<file path="src/rtl/ballot_pkg.sv">
// ballot_pkg: shared types and constants for the ballot front-end.
//   NUM_BOXES     - number of ballot-box ports merged by ballot_arbiter
//   MODE_*        - request mode encodings
//   candidate_t   - candidate encoding (AIR/FIRE/EARTH/WATER)
//   ballot_req_t  - one buffered request {mode, userID, candidate}
//   out_state_t   - output slot state
//   rr_pick       - round-robin pick helper used by the arbiter
package ballot_pkg;

    localparam int NUM_BOXES = 4;

    localparam logic [1:0] MODE_REGISTER = 2'd0;
    localparam logic [1:0] MODE_VOTE     = 2'd1;

    typedef enum logic [1:0] {
        AIR   = 2'b00,
        FIRE  = 2'b01,
        EARTH = 2'b10,
        WATER = 2'b11
    } candidate_t;

    typedef struct packed {
        logic [1:0] mode;
        logic [5:0] userID;
        candidate_t candidate;
    } ballot_req_t;

    typedef enum logic {
        OUT_EMPTY = 1'b0,
        OUT_HOLD  = 1'b1
    } out_state_t;

    // Returns {found, index}: the first set bit of req scanning upward from
    // last+1 (mod 4). The loop walks from the farthest candidate to the
    // nearest so the nearest requester overwrites any earlier hit.
    function automatic logic [2:0] rr_pick(input logic [3:0] req, input logic [1:0] last);
        logic [2:0] pick;
        logic [1:0] idx;
        pick = 3'b000;
        for (int i = 4; i >= 1; i--) begin
            idx = last + 2'(i);
            if (req[idx]) begin
                pick = {1'b1, idx};
            end else begin
                pick = pick;
            end
        end
        return pick;
    endfunction

endpackage

</file>
<file path="src/rtl/ballot_fifo.sv">
// ballot_fifo: per-box request FIFO, DEPTH entries (power of two, >= 2).
//   CLK, RST_N  - clock, async active-low reset
//   push, wdata - write request (ignored when full)
//   pop, rdata  - read request (ignored when empty); rdata shows the head
//   full, empty - registered-state status flags
module ballot_fifo
    import ballot_pkg::*;
#(
    parameter int DEPTH = 2
) (
    input  logic        CLK,
    input  logic        RST_N,
    input  logic        push,
    input  ballot_req_t wdata,
    input  logic        pop,
    output ballot_req_t rdata,
    output logic        full,
    output logic        empty
);

    localparam int PTR_W = $clog2(DEPTH);
    localparam int CNT_W = $clog2(DEPTH) + 1;

    ballot_req_t        mem_r [DEPTH];
    logic [PTR_W-1:0]   wr_ptr_r;
    logic [PTR_W-1:0]   rd_ptr_r;
    logic [CNT_W-1:0]   count_r;
    logic               do_push_s;
    logic               do_pop_s;

    assign full      = (count_r == CNT_W'(DEPTH));
    assign empty     = (count_r == CNT_W'(0));
    assign do_push_s = push & ~full;
    assign do_pop_s  = pop & ~empty;
    assign rdata     = mem_r[rd_ptr_r];

    // Storage, pointers (natural power-of-two wrap) and occupancy count.
    always_ff @(posedge CLK or negedge RST_N) begin
        if (!RST_N) begin
            for (int i = 0; i < DEPTH; i++) begin
                mem_r[i] <= '0;
            end
            wr_ptr_r <= '0;
            rd_ptr_r <= '0;
            count_r  <= '0;
        end else begin
            if (do_push_s) begin
                mem_r[wr_ptr_r] <= wdata;
                wr_ptr_r        <= wr_ptr_r + PTR_W'(1);
            end
            if (do_pop_s) begin
                rd_ptr_r <= rd_ptr_r + PTR_W'(1);
            end
            case ({do_push_s, do_pop_s})
                2'b10:   count_r <= count_r + CNT_W'(1);
                2'b01:   count_r <= count_r - CNT_W'(1);
                default: count_r <= count_r;
            endcase
        end
    end

endmodule

</file>
<file path="src/rtl/ballot_arbiter.sv">
// ballot_arbiter: buffers requests from four ballot boxes and merges them
// round-robin into one valid/ready stream for the tally stage.
//   CLK, RST_N                           - clock, async active-low reset
//   box_valid/mode/userID/candidate      - per-box request inputs (packed)
//   box_ready                            - per-box FIFO not full
//   out_valid/ready, out_mode/userID/candidate, out_box - merged stream
//   id_err, err_count                    - dropped-request pulse and count
// Optional feature macro: BALLOT_ID_CHECK_EN (drop requests whose
// userID[5:4] does not match the box index). Undefined: id_err and
// err_count are tied to zero.
module ballot_arbiter
    import ballot_pkg::*;
#(
    parameter int DEPTH = 2
) (
    input  logic        CLK,
    input  logic        RST_N,
    input  logic [3:0]  box_valid,
    input  logic [7:0]  box_mode,
    input  logic [23:0] box_userID,
    input  logic [7:0]  box_candidate,
    output logic [3:0]  box_ready,
    output logic        out_valid,
    input  logic        out_ready,
    output logic [1:0]  out_mode,
    output logic [5:0]  out_userID,
    output logic [1:0]  out_candidate,
    output logic [1:0]  out_box,
    output logic        id_err,
    output logic [7:0]  err_count
);

    ballot_req_t wdata_s [NUM_BOXES];
    ballot_req_t rdata_s [NUM_BOXES];
    logic [3:0]  full_s;
    logic [3:0]  empty_s;
    logic [3:0]  accept_s;
    logic [3:0]  push_s;
    logic [3:0]  pop_s;

    out_state_t  state_r;
    out_state_t  state_next_s;
    logic        load_s;
    logic [2:0]  pick_s;
    logic [1:0]  grant_s;
    logic [1:0]  last_grant_r;
    ballot_req_t out_req_r;
    logic [1:0]  out_box_r;

    assign box_ready = ~full_s;
    assign accept_s  = box_valid & box_ready;

    genvar k;
    generate
        for (k = 0; k < NUM_BOXES; k++) begin : g_box
            assign wdata_s[k] = '{mode:      box_mode[2*k +: 2],
                                  userID:    box_userID[6*k +: 6],
                                  candidate: candidate_t'(box_candidate[2*k +: 2])};
            ballot_fifo #(.DEPTH(DEPTH)) u_fifo (
                .CLK   (CLK),
                .RST_N (RST_N),
                .push  (push_s[k]),
                .wdata (wdata_s[k]),
                .pop   (pop_s[k]),
                .rdata (rdata_s[k]),
                .full  (full_s[k]),
                .empty (empty_s[k])
            );
        end
    endgenerate

`ifdef BALLOT_ID_CHECK_EN
    logic [3:0] id_ok_s;
    logic [3:0] mismatch_s;
    logic [2:0] err_inc_s;
    logic [8:0] err_sum_s;
    logic [7:0] err_next_s;
    logic       id_err_r;
    logic [7:0] err_count_r;

    for (k = 0; k < NUM_BOXES; k++) begin : g_id
        assign id_ok_s[k] = (box_userID[6*k+4 +: 2] == 2'(k));
    end

    // Mismatched requests complete the handshake but are never enqueued.
    assign push_s     = accept_s & id_ok_s;
    assign mismatch_s = accept_s & ~id_ok_s;

    // Saturating add of the number of boxes dropped this cycle.
    always_comb begin
        err_inc_s = 3'd0;
        for (int i = 0; i < NUM_BOXES; i++) begin
            err_inc_s = err_inc_s + {2'd0, mismatch_s[i]};
        end
        err_sum_s = {1'b0, err_count_r} + {6'd0, err_inc_s};
        if (err_sum_s > 9'd255) begin
            err_next_s = 8'hFF;
        end else begin
            err_next_s = err_sum_s[7:0];
        end
    end

    // Error pulse and counter registers.
    always_ff @(posedge CLK or negedge RST_N) begin
        if (!RST_N) begin
            id_err_r    <= 1'b0;
            err_count_r <= 8'd0;
        end else begin
            id_err_r    <= |mismatch_s;
            err_count_r <= err_next_s;
        end
    end

    assign id_err    = id_err_r;
    assign err_count = err_count_r;
`else
    assign push_s    = accept_s;
    assign id_err    = 1'b0;
    assign err_count = 8'd0;
`endif

    // Slot FSM: load when the slot is free or being consumed this cycle.
    always_comb begin
        state_next_s = state_r;
        load_s       = 1'b0;
        pop_s        = 4'b0000;
        pick_s       = rr_pick(~empty_s, last_grant_r);
        grant_s      = pick_s[1:0];
        if ((state_r == OUT_EMPTY) || out_ready) begin
            if (pick_s[2]) begin
                load_s         = 1'b1;
                pop_s[grant_s] = 1'b1;
                state_next_s   = OUT_HOLD;
            end else begin
                state_next_s = OUT_EMPTY;
            end
        end else begin
            state_next_s = OUT_HOLD;
        end
    end

    // Slot state register.
    always_ff @(posedge CLK or negedge RST_N) begin
        if (!RST_N) begin
            state_r <= OUT_EMPTY;
        end else begin
            state_r <= state_next_s;
        end
    end

    // Output slot contents and round-robin pointer; held when not loading.
    always_ff @(posedge CLK or negedge RST_N) begin
        if (!RST_N) begin
            out_req_r    <= '0;
            out_box_r    <= 2'd0;
            last_grant_r <= 2'd3;
        end else if (load_s) begin
            out_req_r    <= rdata_s[grant_s];
            out_box_r    <= grant_s;
            last_grant_r <= grant_s;
        end else begin
            out_req_r    <= out_req_r;
            out_box_r    <= out_box_r;
            last_grant_r <= last_grant_r;
        end
    end

    assign out_valid     = (state_r == OUT_HOLD);
    assign out_mode      = out_req_r.mode;
    assign out_userID    = out_req_r.userID;
    assign out_candidate = out_req_r.candidate;
    assign out_box       = out_box_r;

endmodule

</file>
<file path="config.mk">
export PLATFORM = sky130hd
export DESIGN_NAME = ballot_arbiter
export DESIGN_NICKNAME = d
export VERILOG_FILES = /design/src/rtl/ballot_pkg.sv /design/src/rtl/ballot_fifo.sv /design/src/rtl/ballot_arbiter.sv
export SDC_FILE = /design/constraint.sdc
export NUM_CORES = 1
export LEC_CHECK = 0
export ABC_AREA = 1
export ABC_CLOCK_PERIOD_IN_PS = 3300
export CAP_MARGIN = 20
export CORE_ASPECT_RATIO = 0.7
export CORE_MARGIN = 4
export CORE_UTILIZATION = 55
export DETAILED_ROUTE_END_ITERATION = 16
export PLACE_DENSITY = 0.79
export SLEW_MARGIN = 5
export SYNTH_ARGS = -nofsm -noshare
export SYNTH_HDL_FRONTEND = slang
export SYNTH_HIERARCHICAL = 1
export SYNTH_SLANG_ARGS = --single-unit
</file>
<file path="constraint.sdc">
create_clock -name CLK -period 3.3 [get_ports CLK]
set_input_delay 0.825 -clock CLK [delete_from_list [all_inputs] [get_ports CLK]]
set_output_delay 0.825 -clock CLK [all_outputs]
set_load 0.05 [all_outputs]
</file>
==> run metrics <==
max capacitance violation total=0; Power Dens Cells=1150 nW/um^2; clock skew after layout=7.19 ps; predominant post-synthesis flop cell=dfrtp_1; Avg WL per Cell=14.2 um; global-route total usage across every layer=23.0%; number of vias per cell=5.32; clock power share=13.3%; placed standard-cell area=6710 sq um; most frequent cell after synthesis=nand2_1; fraction of power consumed by combinational cells=54.5%; # setup viols final=0; critical setup path kind=reg -> reg; CTS HTree Levels=3; sequential power share=32.2%; result of the run=complete, no violations; clock insertion delay at the later pin of the skew report=350 ps; fraction of final layout cells with drive strength greater than 1=6.19%; drt first pass iters=5; global route total overflow=0; largest net degree at the start of global routing=68; mean area per synthesized cell=7.46 sq um; largest family of logic cells by synthesized area=simple AND/OR/NAND/NOR gates; leakage power=3.83 nW; final setup margin=461 ps; shortest period the worst path allows=2840 ps; antenna violations before repair=0; arrival time at the worst endpoint=3080 ps; highest fanout seen on the critical path=34; via count of the first global-routing pass=5078; Setup TNS=0 ps; Peak Freq=352 MHz; number of synthesized register bits=111; mux cell area share after synthesis=0%; routed wire length=14500 um; instance count of the mapped netlist=827; Post-synth EDFFs=0; switching part of the total=50.0%; highest-delay cell along the critical path=dfrtp_1; Yosys top cell area share=44.2%; placeable core region=11000 sq um; setup slack after placement=456 ps; first-pass GRT wire length=24400 um; family with the most delay on the worst path=simple AND/OR/NAND/NOR gates; final hold violation count=0; Critical path buffers and inverters=7; cts repair resizes=0; cell accounting for the most synthesized area=dfrtp_1; top cells by instance count after synthesis=396 x nand2_1, 109 x dfrtp_1, 84 x nand4_1; number of nets in the layout=918; buffers inserted during post-CTS setup optimization=0; compound-cell area share of the yosys netlist=0.892%; yosys warns=6; number of DRC violations after detailed-routing iteration 0=614; series of cell instances along the critical path=inv_2 -> nand2_1 -> inv_1 -> inv_1 -> nand2_1 -> nand2_1 -> nand2_1 -> nand2_1 -> inv_2 -> nand3_2 -> nand2_4 -> inv_1 -> nor3_1 -> nand2_1 -> inv_1 -> ha_1 -> inv_1 -> nand3_1 -> nand2_1 -> nand2_1; data required time of the worst path=3540 ps; TritonCTS Buffers=9; TritonCTS clock tree=yes; Post-DRT Antenna Nets=0; setup repair after global routing missed its margin=no; Slew Limit Headroom=60.9%; Critical Path End Type=register; net switching power=0.00403 W; worst supply voltage drop on vdd=0.503 mV; xor and xnor fraction of the mapped netlist area=0.568%; netlist area before placement=6170 sq um; Clock Tree Root=clkbuf_16; initial core utilization=56.3%; Final period util=86.0%; weighted congestion at the end of routability-driven global placement=0.901; vertical die dimension=96.6 um; Area growth, synth to finish=13.4%; adder-cell area share of the yosys netlist=0.811%; Final Non-Filler Cells=1025; post-detail-place hpwl=10300 um; Die Span X=135 um; Clock Tree Buf Depth=2; transition time at the pin with the least slew margin=586 ps; quantity of I/O buffers inserted on ports=63; critical path launch point type=register; basic-gate share of the synthesized area counting and, or, nand and nor cells=41.2%; number of standard-cell rows in the floorplan=32; I/O Pins=73; max-slew violations=0; most repeated library cell on the critical path=nand2_1; Cell Int Power=0.00404 W; placed instance count=1009; synth top area cells=dfrtp_1 44%, nand2_1 24%, nand4_1 8.5%, inv_1 4.9%, nand3_1 3.2%; area of the die=13000 sq um; Vias=5450; FFs w/ async S/R, synth=100%; share of the yosys chip area belonging to registers=45.0%; diode count=0; detailed-route DRC error count=0; Hold Path Class=reg -> reg; CTS clock-pin slew for the worst setup and hold paths=70 ps; largest stage delay on the critical path=420 ps; final-layout fill cell count=957; # hold bufs at CTS=0; clk sink count=111; Unique masters post-synth=27; design area=7000 sq um
## worst reg2reg max path, stage by stage (launching register included)
cell,delay (ps)
dfrtp_1,420
inv_2,110
nand2_1,90
inv_1,120
inv_1,50
nand2_1,60
nand2_1,80
nand2_1,110
nand2_1,70
inv_2,70
nand3_2,180
nand2_4,320
inv_1,100
nor3_1,240
nand2_1,110
inv_1,70
ha_1,250
inv_1,90
nand3_1,70
nand2_1,70
nand2_1,50
## per-stage QoR
| stage | total power [W] | util (%) | hold slack [ps] |
|---|---|---|---|
| 6_report | 0.00807 | 63.8 | 472 |
| 5_1_grt | 0.00877 | 63.8 | 487 |
| 3_3_place_gp | 0.00676 | 61.1 | 454 |
| 3_5_place_dp | 0.00694 | 61.1 | 458 |
| 4_1_cts | 0.00805 | 63.8 | 476 |
| 2_1_floorplan | 0.00605 | - | 442 |
## metal layers
| metal | part of all wire, % | track usage, % | vias up |
|---|---|---|---|
| met5 | 0 | 0 | - |
| met1 | 45 | 34.1 | 2566 |
| met2 | 47 | 34.7 | 184 |
| met3 | 7.0 | 4.73 | 23 |
| li1 | - | - | 2677 |
| met4 | 1.4 | 5.71 | 0 |
## cell type report
class	count	area (sq um)	area share [%]
clock buffers	11	233	3.32
clock inverters	5	58.8	0.840
inverters	87	327	4.67
multi-input cells	588	2720	38.8
flip-flops and latches	111	2780	39.7
well taps	153	191	2.74
repair buffers	70	693	9.90
## power groups by stage
stage	Combinational [W]	Sequential, W	Clock (W)
after global placement	0.00418	0.00258	0
after CTS	0.00437	0.00259	0.00109
after floorplan	0.00344	0.00261	0
after global routing	0.00494	0.00268	0.00114
final	0.00439	0.00260	0.00108
after detailed placement	0.00433	0.00261	0
## logic make-up (layout without fill, tap and decap cells)
kind of cell	count (synthesis)	in the layout
buffers and inverters	136	173
adder cells (fa/ha/maj)	4	4
AND/OR/NAND/NOR	563	563
other	1	9
AO/OA/AOI/OAI	8	8
XOR/XNOR	4	4
flip-flops	111	111
## layout by cell type, fill, tap and decap left out, types with 4 or more instances in the layout
| cell type | count |
|---|---|
| inv_1 | 81 |
| nand3_1 | 40 |
| dfrtp_1 | 109 |
| buf_4 | 7 |
| nor2_1 | 14 |
| ha_1 | 4 |
| or2_2 | 4 |
| xnor2_1 | 4 |
| nand2_1 | 396 |
| clkdlybuf4s50_1 | 62 |
| nand3_4 | 4 |
| nand4_1 | 84 |
| nand2_4 | 6 |
| o211ai_1 | 6 |
| conb_1 | 9 |
| nand3_2 | 5 |
| clkbuf_16 | 9 |
| inv_2 | 6 |
## path summary, 6_finish.rpt
| kind | startpoint | endpoint | slack (ps) | cells after the start |
|---|---|---|---|---|
| worst max-delay path | g_box[1].u_fifo/count_r[0] | g_box[1].u_fifo/count_r[1] | 460 | 20 |
| worst min-delay path | g_box[3].u_fifo/mem_r[2] | g_box[3].u_fifo/mem_r[2] | 470 | 2 |
| worst max register to register | g_box[1].u_fifo/count_r[0] | g_box[1].u_fifo/count_r[1] | 460 | 20 |
| worst min register to register | g_box[3].u_fifo/mem_r[2] | g_box[3].u_fifo/mem_r[2] | 470 | 2 |
| max in group asynchronous | RST_N | g_box[1].u_fifo/count_r[1] | 2080 | 2 |
| min in group asynchronous | RST_N | g_box[2].u_fifo/mem_r[15] | 480 | 1 |
## registers in the layout, summed over array words and instances, names as in the netlist, 2 cells and up
signal                 count
g_box.u_fifo/count_r       8
out_mode                   2
g_box.u_fifo/rd_ptr_r      4
g_box.u_fifo/wr_ptr_r      4
out_candidate              2
last_grant_r               2
out_userID                 6
out_box                    2
g_box.u_fifo/mem_r        80
Note: power is estimated with default switching activity, not from simulation.
